**src/rtl/uart_phy_cfg.sv**
```systemverilog
// uart_phy_cfg: runtime-configurable UART PHY.
//   Programmable baud divisor, 5..8 data bits, none/even/odd parity, 1/2 stop
//   bits. RX uses 16x oversampling with a 3-sample majority vote per bit and
//   reports parity, framing and break errors alongside each received byte.
// Ports:
//   clk, rst            system clock, asynchronous active-low reset
//   cfg_div             oversample tick period minus 1 (values < 3 act as 3)
//   cfg_data_bits       data bits minus 5
//   cfg_parity          0/3 none, 1 even, 2 odd
//   cfg_stop2           TX sends two stop bits
//   uart_tx, uart_rx    board pins (uart_rx is asynchronous)
//   tx_data/valid/ready byte handshake into the transmitter
//   rx_data/valid       received byte with one-cycle qualifier
//   rx_parity_err, rx_frame_err, rx_break   per-frame status, held until next rx_valid
module uart_phy_cfg #(
    parameter int CLK_HZ      = 100000000,
    parameter int RESET_DIV   = 53,
    parameter int SYNC_STAGES = 2
) (
    input  logic        clk,
    input  logic        rst,
    input  logic [15:0] cfg_div,
    input  logic [1:0]  cfg_data_bits,
    input  logic [1:0]  cfg_parity,
    input  logic        cfg_stop2,
    output logic        uart_tx,
    input  logic        uart_rx,
    input  logic [7:0]  tx_data,
    input  logic        tx_valid,
    output logic        tx_ready,
    output logic [7:0]  rx_data,
    output logic        rx_valid,
    output logic        rx_parity_err,
    output logic        rx_frame_err,
    output logic        rx_break
);

    localparam int SYNC_N = (SYNC_STAGES < 2) ? 2 : SYNC_STAGES;
    // CLK_HZ and RESET_DIV are descriptive only; referenced here so they stay visible.
    localparam int unused_doc_params = CLK_HZ ^ RESET_DIV;

    typedef enum logic [2:0] {S_IDLE, S_START, S_DATA, S_PARITY, S_STOP} state_t;

    function automatic logic [15:0] clamp_div(input logic [15:0] d);
        return (d < 16'd3) ? 16'd3 : d;
    endfunction

    // ---------------- transmitter ----------------
    state_t      tx_state, tx_next;
    logic [15:0] tx_div, tx_pcnt;
    logic [3:0]  tx_sub;
    logic [2:0]  tx_bit, tx_last;
    logic [1:0]  tx_par_mode;
    logic        tx_stop2, tx_stop_cnt, tx_par_bit;
    logic [7:0]  tx_shift, tx_masked;
    logic        tx_tick, tx_bit_end, tx_par_en;

    assign tx_masked  = tx_data & (8'hFF >> (2'd3 - cfg_data_bits));
    assign tx_tick    = (tx_pcnt == tx_div);
    assign tx_bit_end = tx_tick && (tx_sub == 4'd15);
    assign tx_par_en  = (tx_par_mode == 2'd1) || (tx_par_mode == 2'd2);
    assign tx_ready   = (tx_state == S_IDLE);

    always_ff @(posedge clk or negedge rst) begin
        if (!rst) tx_state <= S_IDLE;
        else      tx_state <= tx_next;
    end

    always_comb begin
        tx_next = tx_state;
        case (tx_state)
            S_IDLE:   if (tx_valid) tx_next = S_START;
            S_START:  if (tx_bit_end) tx_next = S_DATA;
            S_DATA:   if (tx_bit_end && (tx_bit == tx_last)) tx_next = tx_par_en ? S_PARITY : S_STOP;
            S_PARITY: if (tx_bit_end) tx_next = S_STOP;
            S_STOP:   if (tx_bit_end && (!tx_stop2 || tx_stop_cnt)) tx_next = S_IDLE;
            default:  tx_next = S_IDLE;
        endcase
    end

    // Config and byte are captured on accept so mid-frame cfg changes only
    // affect the next frame. Parity bit is precomputed from the masked byte.
    always_ff @(posedge clk or negedge rst) begin
        if (!rst) begin
            tx_div      <= 16'd3;
            tx_pcnt     <= '0;
            tx_sub      <= '0;
            tx_bit      <= '0;
            tx_last     <= 3'd7;
            tx_par_mode <= '0;
            tx_stop2    <= 1'b0;
            tx_stop_cnt <= 1'b0;
            tx_par_bit  <= 1'b0;
            tx_shift    <= '0;
        end else if (tx_state == S_IDLE) begin
            tx_pcnt     <= '0;
            tx_sub      <= '0;
            tx_bit      <= '0;
            tx_stop_cnt <= 1'b0;
            if (tx_valid) begin
                tx_div      <= clamp_div(cfg_div);
                tx_last     <= {1'b0, cfg_data_bits} + 3'd4;
                tx_par_mode <= cfg_parity;
                tx_stop2    <= cfg_stop2;
                tx_shift    <= tx_masked;
                tx_par_bit  <= (^tx_masked) ^ (cfg_parity == 2'd2);
            end
        end else begin
            tx_pcnt <= tx_tick ? 16'd0 : tx_pcnt + 16'd1;
            if (tx_tick) tx_sub <= tx_sub + 4'd1;
            if (tx_bit_end) begin
                if (tx_state == S_DATA) begin
                    tx_shift <= tx_shift >> 1;
                    tx_bit   <= tx_bit + 3'd1;
                end
                if (tx_state == S_STOP) tx_stop_cnt <= 1'b1;
            end
        end
    end

    // Line level decoded straight from state so reset forces idle-high at once.
    always_comb begin
        uart_tx = 1'b1;
        case (tx_state)
            S_START:  uart_tx = 1'b0;
            S_DATA:   uart_tx = tx_shift[0];
            S_PARITY: uart_tx = tx_par_bit;
            default:  uart_tx = 1'b1;
        endcase
    end

    // ---------------- receiver ----------------
    logic [SYNC_N-1:0] rx_sync;
    logic        rx_s, rx_prev, rx_fall;
    state_t      rx_state, rx_next;
    logic [15:0] rx_div, rx_pcnt;
    logic [3:0]  rx_sub;
    logic [2:0]  rx_bit, rx_last;
    logic [1:0]  rx_par_mode;
    logic        rx_s7, rx_s8, rx_par_sample, rx_zero, rx_maj;
    logic [7:0]  rx_shift, rx_aligned;
    logic        rx_tick, rx_mid, rx_end, rx_par_en;

    always_ff @(posedge clk or negedge rst) begin
        if (!rst) begin
            rx_sync <= '1;
            rx_prev <= 1'b1;
        end else begin
            rx_sync <= {rx_sync[SYNC_N-2:0], uart_rx};
            rx_prev <= rx_s;
        end
    end

    assign rx_s       = rx_sync[SYNC_N-1];
    assign rx_fall    = rx_prev && !rx_s;
    assign rx_tick    = (rx_pcnt == rx_div);
    assign rx_mid     = rx_tick && (rx_sub == 4'd9);
    assign rx_end     = rx_tick && (rx_sub == 4'd15);
    assign rx_par_en  = (rx_par_mode == 2'd1) || (rx_par_mode == 2'd2);
    // Third vote is the live sample at sub-tick 9.
    assign rx_maj     = (rx_s7 & rx_s8) | (rx_s7 & rx_s) | (rx_s8 & rx_s);
    // Data shifts in from the top, so an N-bit frame sits in the upper N bits.
    assign rx_aligned = rx_shift >> (3'd7 - rx_last);

    always_ff @(posedge clk or negedge rst) begin
        if (!rst) rx_state <= S_IDLE;
        else      rx_state <= rx_next;
    end

    always_comb begin
        rx_next = rx_state;
        case (rx_state)
            S_IDLE:   if (rx_fall) rx_next = S_START;
            S_START:  if (rx_mid && rx_maj) rx_next = S_IDLE;
                      else if (rx_end) rx_next = S_DATA;
            S_DATA:   if (rx_end && (rx_bit == rx_last)) rx_next = rx_par_en ? S_PARITY : S_STOP;
            S_PARITY: if (rx_end) rx_next = S_STOP;
            S_STOP:   if (rx_mid) rx_next = S_IDLE;
            default:  rx_next = S_IDLE;
        endcase
    end

    // rx_zero stays set only while every data/parity sample has been 0; the
    // stop sample then decides break.
    always_ff @(posedge clk or negedge rst) begin
        if (!rst) begin
            rx_div        <= 16'd3;
            rx_pcnt       <= '0;
            rx_sub        <= '0;
            rx_bit        <= '0;
            rx_last       <= 3'd7;
            rx_par_mode   <= '0;
            rx_s7         <= 1'b1;
            rx_s8         <= 1'b1;
            rx_par_sample <= 1'b0;
            rx_zero       <= 1'b1;
            rx_shift      <= '0;
        end else if (rx_state == S_IDLE) begin
            rx_pcnt <= '0;
            rx_sub  <= '0;
            rx_bit  <= '0;
            rx_zero <= 1'b1;
            if (rx_fall) begin
                rx_div      <= clamp_div(cfg_div);
                rx_last     <= {1'b0, cfg_data_bits} + 3'd4;
                rx_par_mode <= cfg_parity;
            end
        end else begin
            rx_pcnt <= rx_tick ? 16'd0 : rx_pcnt + 16'd1;
            if (rx_tick) rx_sub <= rx_sub + 4'd1;
            if (rx_tick && (rx_sub == 4'd7)) rx_s7 <= rx_s;
            if (rx_tick && (rx_sub == 4'd8)) rx_s8 <= rx_s;
            if (rx_mid) begin
                if (rx_state == S_DATA) begin
                    rx_shift <= {rx_maj, rx_shift[7:1]};
                    rx_zero  <= rx_zero & ~rx_maj;
                end
                if (rx_state == S_PARITY) begin
                    rx_par_sample <= rx_maj;
                    rx_zero       <= rx_zero & ~rx_maj;
                end
            end
            if (rx_end && (rx_state == S_DATA)) rx_bit <= rx_bit + 3'd1;
        end
    end

    // Results publish at mid stop bit; outputs hold until the next frame.
    always_ff @(posedge clk or negedge rst) begin
        if (!rst) begin
            rx_valid      <= 1'b0;
            rx_data       <= '0;
            rx_parity_err <= 1'b0;
            rx_frame_err  <= 1'b0;
            rx_break      <= 1'b0;
        end else begin
            rx_valid <= 1'b0;
            if ((rx_state == S_STOP) && rx_mid) begin
                rx_valid      <= 1'b1;
                rx_data       <= rx_aligned;
                rx_parity_err <= rx_par_en && (((^rx_aligned) ^ rx_par_sample) != (rx_par_mode == 2'd2));
                rx_frame_err  <= !rx_maj;
                rx_break      <= rx_zero && !rx_maj;
            end
        end
    end

endmodule
```
**config.mk**
```make
export PLATFORM = sky130hd
export DESIGN_NAME = uart_phy_cfg
export DESIGN_NICKNAME = d
export VERILOG_FILES = /design/src/rtl/uart_phy_cfg.sv
export SDC_FILE = /design/constraint.sdc
export NUM_CORES = 1
export LEC_CHECK = 0
export CAP_MARGIN = 20
export CORE_MARGIN = 2
export CORE_UTILIZATION = 30
export CTS_BUF_LIST = sky130_fd_sc_hd__clkbuf_16
export CTS_CLUSTER_DIAMETER = 50
export DETAILED_ROUTE_END_ITERATION = 8
export GPL_ROUTABILITY_DRIVEN = 0
export PLACE_DENSITY = 0.54
export SLEW_MARGIN = 40
export SYNTH_ARGS = -nofsm -noshare
export SYNTH_HDL_FRONTEND = slang
export SYNTH_SLANG_ARGS = --single-unit
```
**constraint.sdc**
```tcl
create_clock -name clk -period 2.5 [get_ports clk]
set_input_delay 0.375 -clock clk [delete_from_list [all_inputs] [get_ports clk]]
set_output_delay 0.375 -clock clk [all_outputs]
set_load 0.005 [all_outputs]
```
==> flow_summary.json, run 1 <==
{
  "viasPerCell": 4.79,
  "wl_um": 13900,
  "p_leak_uw": 0.00339,
  "htreeDepth": 4,
  "netlist_area_um2": 6560,
  "synth_cells": 607,
  "rsz0062_at_grt": "no",
  "p_total_uw": 7280,
  "dr.pass1.iters": 4,
  "ys_warn_count": 0,
  "synth_nets": 649,
  "fill_cells": 2154,
  "cts_buffers": 17,
  "outcome": "finished, final reports clean",
  "startpoint_type": "flip-flop",
  "period_share_pct": 95.0,
  "postCtsSetupBuffers": 0,
  "cp.arrival_ns": 2.67,
  "tns_ns": 0,
  "fmax_mhz": 421,
  "clock_latency_ns": 0.42,
  "grt_pass1_vias": 4819,
  "crit_path_end_kind": "flip-flop",
  "hold_violations": 0,
  "worstRegToRegCells": 7,
  "grt_pass1_wl_um": 23800,
  "synth-async-reset-ratio_pct": 100,
  "cp_max_fo": 8,
  "syn2layout_area_growth_pct": 22.4,
  "hold_path.class": "input port to asynchronous set/reset pin",
  "period_needed_ns": 2.37,
  "dp.cells": 919,
  "rows": 54,
  "drive_above_1_share_pct": 18.9,
  "critPathKind": "flip-flop to flip-flop",
  "drc": 0,
  "wl_met2_um": 6660,
  "vias": 4556,
  "maxCapViolCount": 0,
  "clockBufferDepth": 2,
  "ant_nets": 0,
  "fin_ws_ns": 0.126,
  "wl_per_cell_um": 14.6,
  "track_usage_pct": 12.6,
  "core-area_um2": 21600,
  "vdd_ir_drop_max_mv": 0.470,
  "clock_skew_ns": 0.00688,
  "seqCellArea_um2": 3270,
  "synth-edff-count": 0,
  "place_ws_ns": 0.116,
  "multi_input_area_um2": 3110,
  "post-route-util_pct": 37.2,
  "drv_slew": 0,
  "setup_violations": 0,
  "wirelength_met1_um": 6610,
  "top_layer": "met4",
  "fp.dieH_um": 152,
  "instances_no_fill": 952,
  "ys_types": 56,
  "ys_ff_latch": 130,
  "required_ns": 2.80,
  "routed-wl-met3_um": 438,
  "grt_antenna_before_repair": 0,
  "ios": 47,
  "detailed_place_hpwl_um": 9870,
  "cts.sinks": 130,
  "diodes": 0,
  "worst_pin_slew_ns": 0.567,
  "dieArea_um2": 23100,
  "slew_headroom_pct": 61.9,
  "syn_area_per_cell_um2": 10.8,
  "cts_root_buffer": "clkbuf_16",
  "initial_core_util_pct": 30.3,
  "port_buffers": 46,
  "p_per_area_nw_per_um2": 906,
  "synth_top_flop_cell": "dfrtp_1",
  "cts_tree": "done",
  "grt_max_degree": 82,
  "fin_nets": 701,
  "initialDrtViolationCount": 239,
  "synth_seq_area_share_pct": 49.9,
  "path_clk_slew_ns": 0.06,
  "grt-ovfl-total": 0,
  "dieWidth_um": 152
}
[report_power, final]
| part | total (uW) | internal [uW] | switching (uW) |
|---|---|---|---|
| logic | 1530 | 838 | 691 |
| clock network | 2700 | 1760 | 937 |
| registers | 3050 | 2610 | 444 |
| total | 7280 | 5200 | 2070 |
[placed cells by master (no fill, tap or decap), types with 12 or more instances in the layout]
cell type | Yosys | routed
a21oi_1 | 12 | 12
buf_4 | 1 | 15
clkbuf_16 | 0 | 17
clkdlybuf4s50_1 | 0 | 45
dfrtp_1 | 116 | 116
dfstp_2 | 14 | 14
inv_1 | 14 | 13
mux2_2 | 46 | 46
mux2i_1 | 12 | 12
nand2_1 | 46 | 46
nand3_1 | 18 | 18
nand4_1 | 14 | 14
nor2_1 | 61 | 61
o21ai_0 | 31 | 31
xnor2_1 | 63 | 63
xor2_1 | 23 | 23
[layout make-up]
cell class | instances | share of cell area [%]
well taps | 280 | 4.36
repair buffers | 63 | 7.63
clock buffers | 17 | 5.30
clock inverters | 15 | 2.66
multi-input cells | 433 | 38.7
flip-flops and latches | 130 | 40.7
inverters | 14 | 0.654
[stage by stage]
| stage | cell area (um^2) | hold WS, ns |
|---|---|---|
| global route | 8030 | 0.340 |
| floorplan | 6560 | 0.0794 |
| finish | 8030 | 0.321 |
| CTS | 8030 | 0.312 |
| detailed placement | 7380 | 0.217 |
| global placement | 7380 | 0.215 |
[kinds of logic (layout without fill, tap and decap cells)]
kind of cell    after synthesis  in the layout  share of synthesized area [%]
xor+xnor                     87             87                           11.8
compound gates               73             73                           7.02
fa+ha+maj                     9              9                           1.72
mux                          66             66                           11.6
flops                       130            130                           49.9
buf+inv                      44            109                           2.86
simple gates                198            198                           15.2
[state kept, by name, indices dropped and copies added (netlist names), 2 cells and up]
| register | count |
|---|---|
| rx_bit | 3 |
| rx_data | 8 |
| rx_div | 16 |
| rx_last | 2 |
| rx_par_mode | 2 |
| rx_pcnt | 16 |
| rx_shift | 8 |
| rx_state | 3 |
| rx_sub | 4 |
| rx_sync | 2 |
| tx_bit | 3 |
| tx_div | 16 |
| tx_last | 2 |
| tx_par_mode | 2 |
| tx_pcnt | 16 |
| tx_shift | 8 |
| tx_state | 3 |
| tx_sub | 4 |
[timing repair]
item / 4_1_cts / 5_1_grt
hold endpoints to repair: 6 / 0
hold buffers: 1 / 0
setup endpoints to repair: 0 / 1
gates resized for setup: 0 / 1
[worst paths after layout]
path,start,end,slack [ns]
min reg2reg,rx_sync[0]$_DFF_PN1_,rx_sync[1]$_DFF_PN1_,0.36
min in group clk,rx_sync[0]$_DFF_PN1_,rx_sync[1]$_DFF_PN1_,0.36
max reg2reg,rx_div[0]$_DFFE_PN1P_,rx_shift[6]$_DFFE_PN0P_,0.13
max in group asynchronous,rst,tx_div[1]$_DFFE_PN1P_,1.43
min,rst,rx_div[9]$_DFFE_PN0P_,0.32
max,rx_div[0]$_DFFE_PN1P_,rx_shift[6]$_DFFE_PN0P_,0.13
[per-layer routing]
metal / GRT usage (%) / vias to the layer above
met1: 16.6 / 2263
met5: 0 / -
met2: 20.4 / 76
met3: 3.34 / 13
met4: 3.87 / 0
li1: - / 2204
[cells in the mapped netlist, types with 2 or more instances]
cell type  instances  area share [%]
a211oi_1           2            0.23
a21boi_0           2            0.23
a21oi_1           12            0.92
a2bb2oi_1          7            0.93
a31oi_1            2            0.19
a32o_1             2            0.31
a32oi_1            2            0.27
and3_1             6            0.57
and4_1             3            0.40
buf_1              2            0.11
buf_2              3            0.23
buf_6              2            0.34
clkbuf_1          22             1.3
dfrtp_1          116              44
dfstp_2           14             5.6
ha_1               9             1.7
inv_1             14            0.80
mux2_2            46             7.9
mux2_4             8             1.8
mux2i_1           12             1.8
nand2_1           46             2.6
nand2b_1           4            0.38
nand3_1           18             1.4
nand3b_1           6            0.69
nand4_1           14             1.3
nor2_1            61             3.5
nor2b_1            8            0.76
nor3_1             8            0.61
nor4_1             7            0.67
nor4b_1            2            0.27
o211ai_1           2            0.23
o21ai_0           31             2.4
o31ai_1            2            0.23
or2_2              3            0.29
or3_1              4            0.38
xnor2_1           63             8.4
xor2_1            23             3.1
[worst max-delay path, stage by stage (launching register included)]
cell	delay [ns]
dfstp_2	0.53
xnor2_1	0.12
nand4_1	0.13
nor4_2	0.29
buf_4	0.17
nand2_4	0.07
or3_1	0.57
mux2_4	0.37
(Power assumes the default switching activity.)
==> run 2, diff against run 1 <==
--- a/config.mk
+++ b/config.mk
@@ -5,14 +5,14 @@
 export SDC_FILE = /design/constraint.sdc
 export NUM_CORES = 1
 export LEC_CHECK = 0
-export CAP_MARGIN = 20
+export CAP_MARGIN = 40
 export CORE_MARGIN = 2
-export CORE_UTILIZATION = 30
+export CORE_UTILIZATION = 53
 export CTS_BUF_LIST = sky130_fd_sc_hd__clkbuf_16
 export CTS_CLUSTER_DIAMETER = 50
 export DETAILED_ROUTE_END_ITERATION = 8
 export GPL_ROUTABILITY_DRIVEN = 0
-export PLACE_DENSITY = 0.54
+export PLACE_DENSITY = 0.81
 export SLEW_MARGIN = 40
 export SYNTH_ARGS = -nofsm -noshare
 export SYNTH_HDL_FRONTEND = slang
==> run 2 against run 1 <==
Via count is 2.9% higher. Wire length is 2.8% lower. Fmax is 2.6% higher. Sequential share of layout area is 1.2 points higher. Critical path type is now flip-flop to primary output. Largest power group unchanged.
==> flow_summary.json, run 2 (same netlist as run 1, synthesis figures left out) <==
{
  "outcome": "finished, final reports clean",
  "required_ns": 2.12,
  "cp_max_fo": 11,
  "grt_pass1_vias": 4738,
  "dieArea_um2": 13300,
  "vdd_ir_drop_max_mv": 0.576,
  "worstHoldPathCells": 0,
  "critPathKind": "flip-flop to primary output",
  "layout_common_cells": "116 x dfrtp_1, 63 x xnor2_1, 61 x nor2_1, 46 x nand2_1, 46 x mux2_2",
  "rows": 40,
  "wl_um": 13500,
  "clockBufferDepth": 2,
  "dr.pass1.iters": 4,
  "initial_core_util_pct": 54.4,
  "worst_pin_slew_ns": 0.562,
  "crit_path_end_kind": "primary output",
  "postCtsSetupBuffers": 0,
  "power_switching_uw": 2150,
  "maxCapViolCount": 0,
  "syn2layout_area_growth_pct": 19.0,
  "grt_pass1_wl_um": 22800,
  "drv_slew": 0,
  "cts_root_buffer": "clkbuf_16",
  "rsz0062_at_grt": "no",
  "startpoint_type": "flip-flop",
  "core-area_um2": 12100,
  "initialDrtViolationCount": 353,
  "path_clk_slew_ns": 0.06,
  "diodes": 0,
  "clkPwrFrac_pct": 33.1,
  "detailed_place_hpwl_um": 9530,
  "ant_nets": 0,
  "grt_antenna_before_repair": 0,
  "hold_violations": 0,
  "viasPerCell": 5.59,
  "port_buffers": 46,
  "htreeDepth": 4,
  "cts_buffers": 17,
  "hold_ws_ns": 0.356,
  "dieWidth_um": 115,
  "drc": 0,
  "p_leak_uw": 0.00335,
  "wl_per_cell_um": 16.1,
  "worstRegToRegCells": 7,
  "fin_nets": 699,
  "fp.dieH_um": 115,
  "grt-ovfl-total": 0,
  "power_switching_share_pct": 31.2,
  "clock_skew_ns": 0.00961,
  "final_common_cell": "dfrtp_1",
  "power.internal_uw": 4740,
  "place_ws_ns": 0.109,
  "slew_headroom_pct": 62.6,
  "cts.sinks": 130,
  "cp.arrival_ns": 1.94,
  "period_needed_ns": 2.31,
  "fmax_mhz": 432,
  "period_share_pct": 92.5,
  "vias": 4687,
  "cts_tree": "done",
  "combinationalPowerShare_pct": 22.7,
  "p_per_area_nw_per_um2": 883,
  "clock_latency_ns": 0.42,
  "drive_above_1_share_pct": 19.0,
  "ios": 47,
  "p_seq_share_pct": 44.2,
  "track_usage_pct": 22.1,
  "fill_cells": 916,
  "setup_violations": 0,
  "hold_path.class": "flip-flop to flip-flop",
  "tns_ns": 0,
  "grt_max_degree": 51,
  "fin_ws_ns": 0.186,
  "p_total_uw": 6890
}
[run 2: worst max-delay path, stage by stage, from the launching register on]
cell and delay (ns):
dfrtp_1 0.57, inv_1 0.20, nor3_1 0.21, o21ai_0 0.09, clkdlybuf4s50_1 0.44
[run 2: through the flow]
stage          cell area (um^2)  cells  utilization, %
2_1_floorplan              6560    607               -
6_report                   7800    838            64.7
3_3_place_gp               7240    805            60.0
4_1_cts                    7800    838            64.7
3_5_place_dp               7240    805            60.0
5_1_grt                    7800    838            64.7
[run 2: power groups by stage]
stage / combinational [uW] / sequential (uW) / clock [uW]
2_1_floorplan: 1280 / 2880 / 0
3_5_place_dp: 1540 / 3080 / 0
4_1_cts: 1570 / 3040 / 2320
5_1_grt: 1730 / 3110 / 2420
6_report: 1560 / 3050 / 2280
3_3_place_gp: 1480 / 3040 / 0
[run 2: area by class of cell]
cell class              instances  area (um^2)  area share (%)
clock buffers                  17          425            5.45
clock inverters                15          124            1.59
inverters                      14         52.6           0.673
multi-input cells             433         3110            39.9
flip-flops and latches        130         3270            41.9
well taps                     168          210            2.69
repair buffers                 61          611            7.82
[run 2: repair_timing]
item | in CTS | in global routing
endpoints found under the hold margin | 36 | 0
hold buffers | 1 | 0
gates resized for setup | 0 | 1
endpoints found under the setup margin | 0 | 3
[run 2: path summary, 6_finish.rpt]
| check | from | endpoint | slack (ns) |
|---|---|---|---|
| min | rx_sync[0]$_DFF_PN1_ | rx_sync[1]$_DFF_PN1_ | 0.36 |
| max in group asynchronous | rst | tx_div[0]$_DFFE_PN1P_ | 1.30 |
| max reg2reg | rx_pcnt[8]$_DFF_PN0_ | rx_data[3]$_DFFE_PN0P_ | 0.21 |
| max | tx_state[1]$_DFFE_PN0P_ | uart_tx | 0.19 |
| min in group asynchronous | rst | rx_break$_DFFE_PN0P_ | 0.49 |
| min reg2reg | rx_sync[0]$_DFF_PN1_ | rx_sync[1]$_DFF_PN1_ | 0.36 |
[run 2: per-layer routing]
layer	global-route usage [%]	vias up	wire, um
li1	-	2200	-
met1	28.6	2343	5820
met2	37.0	123	6870
met3	5.48	21	597
met4	6.91	0	194
met5	0	-	0
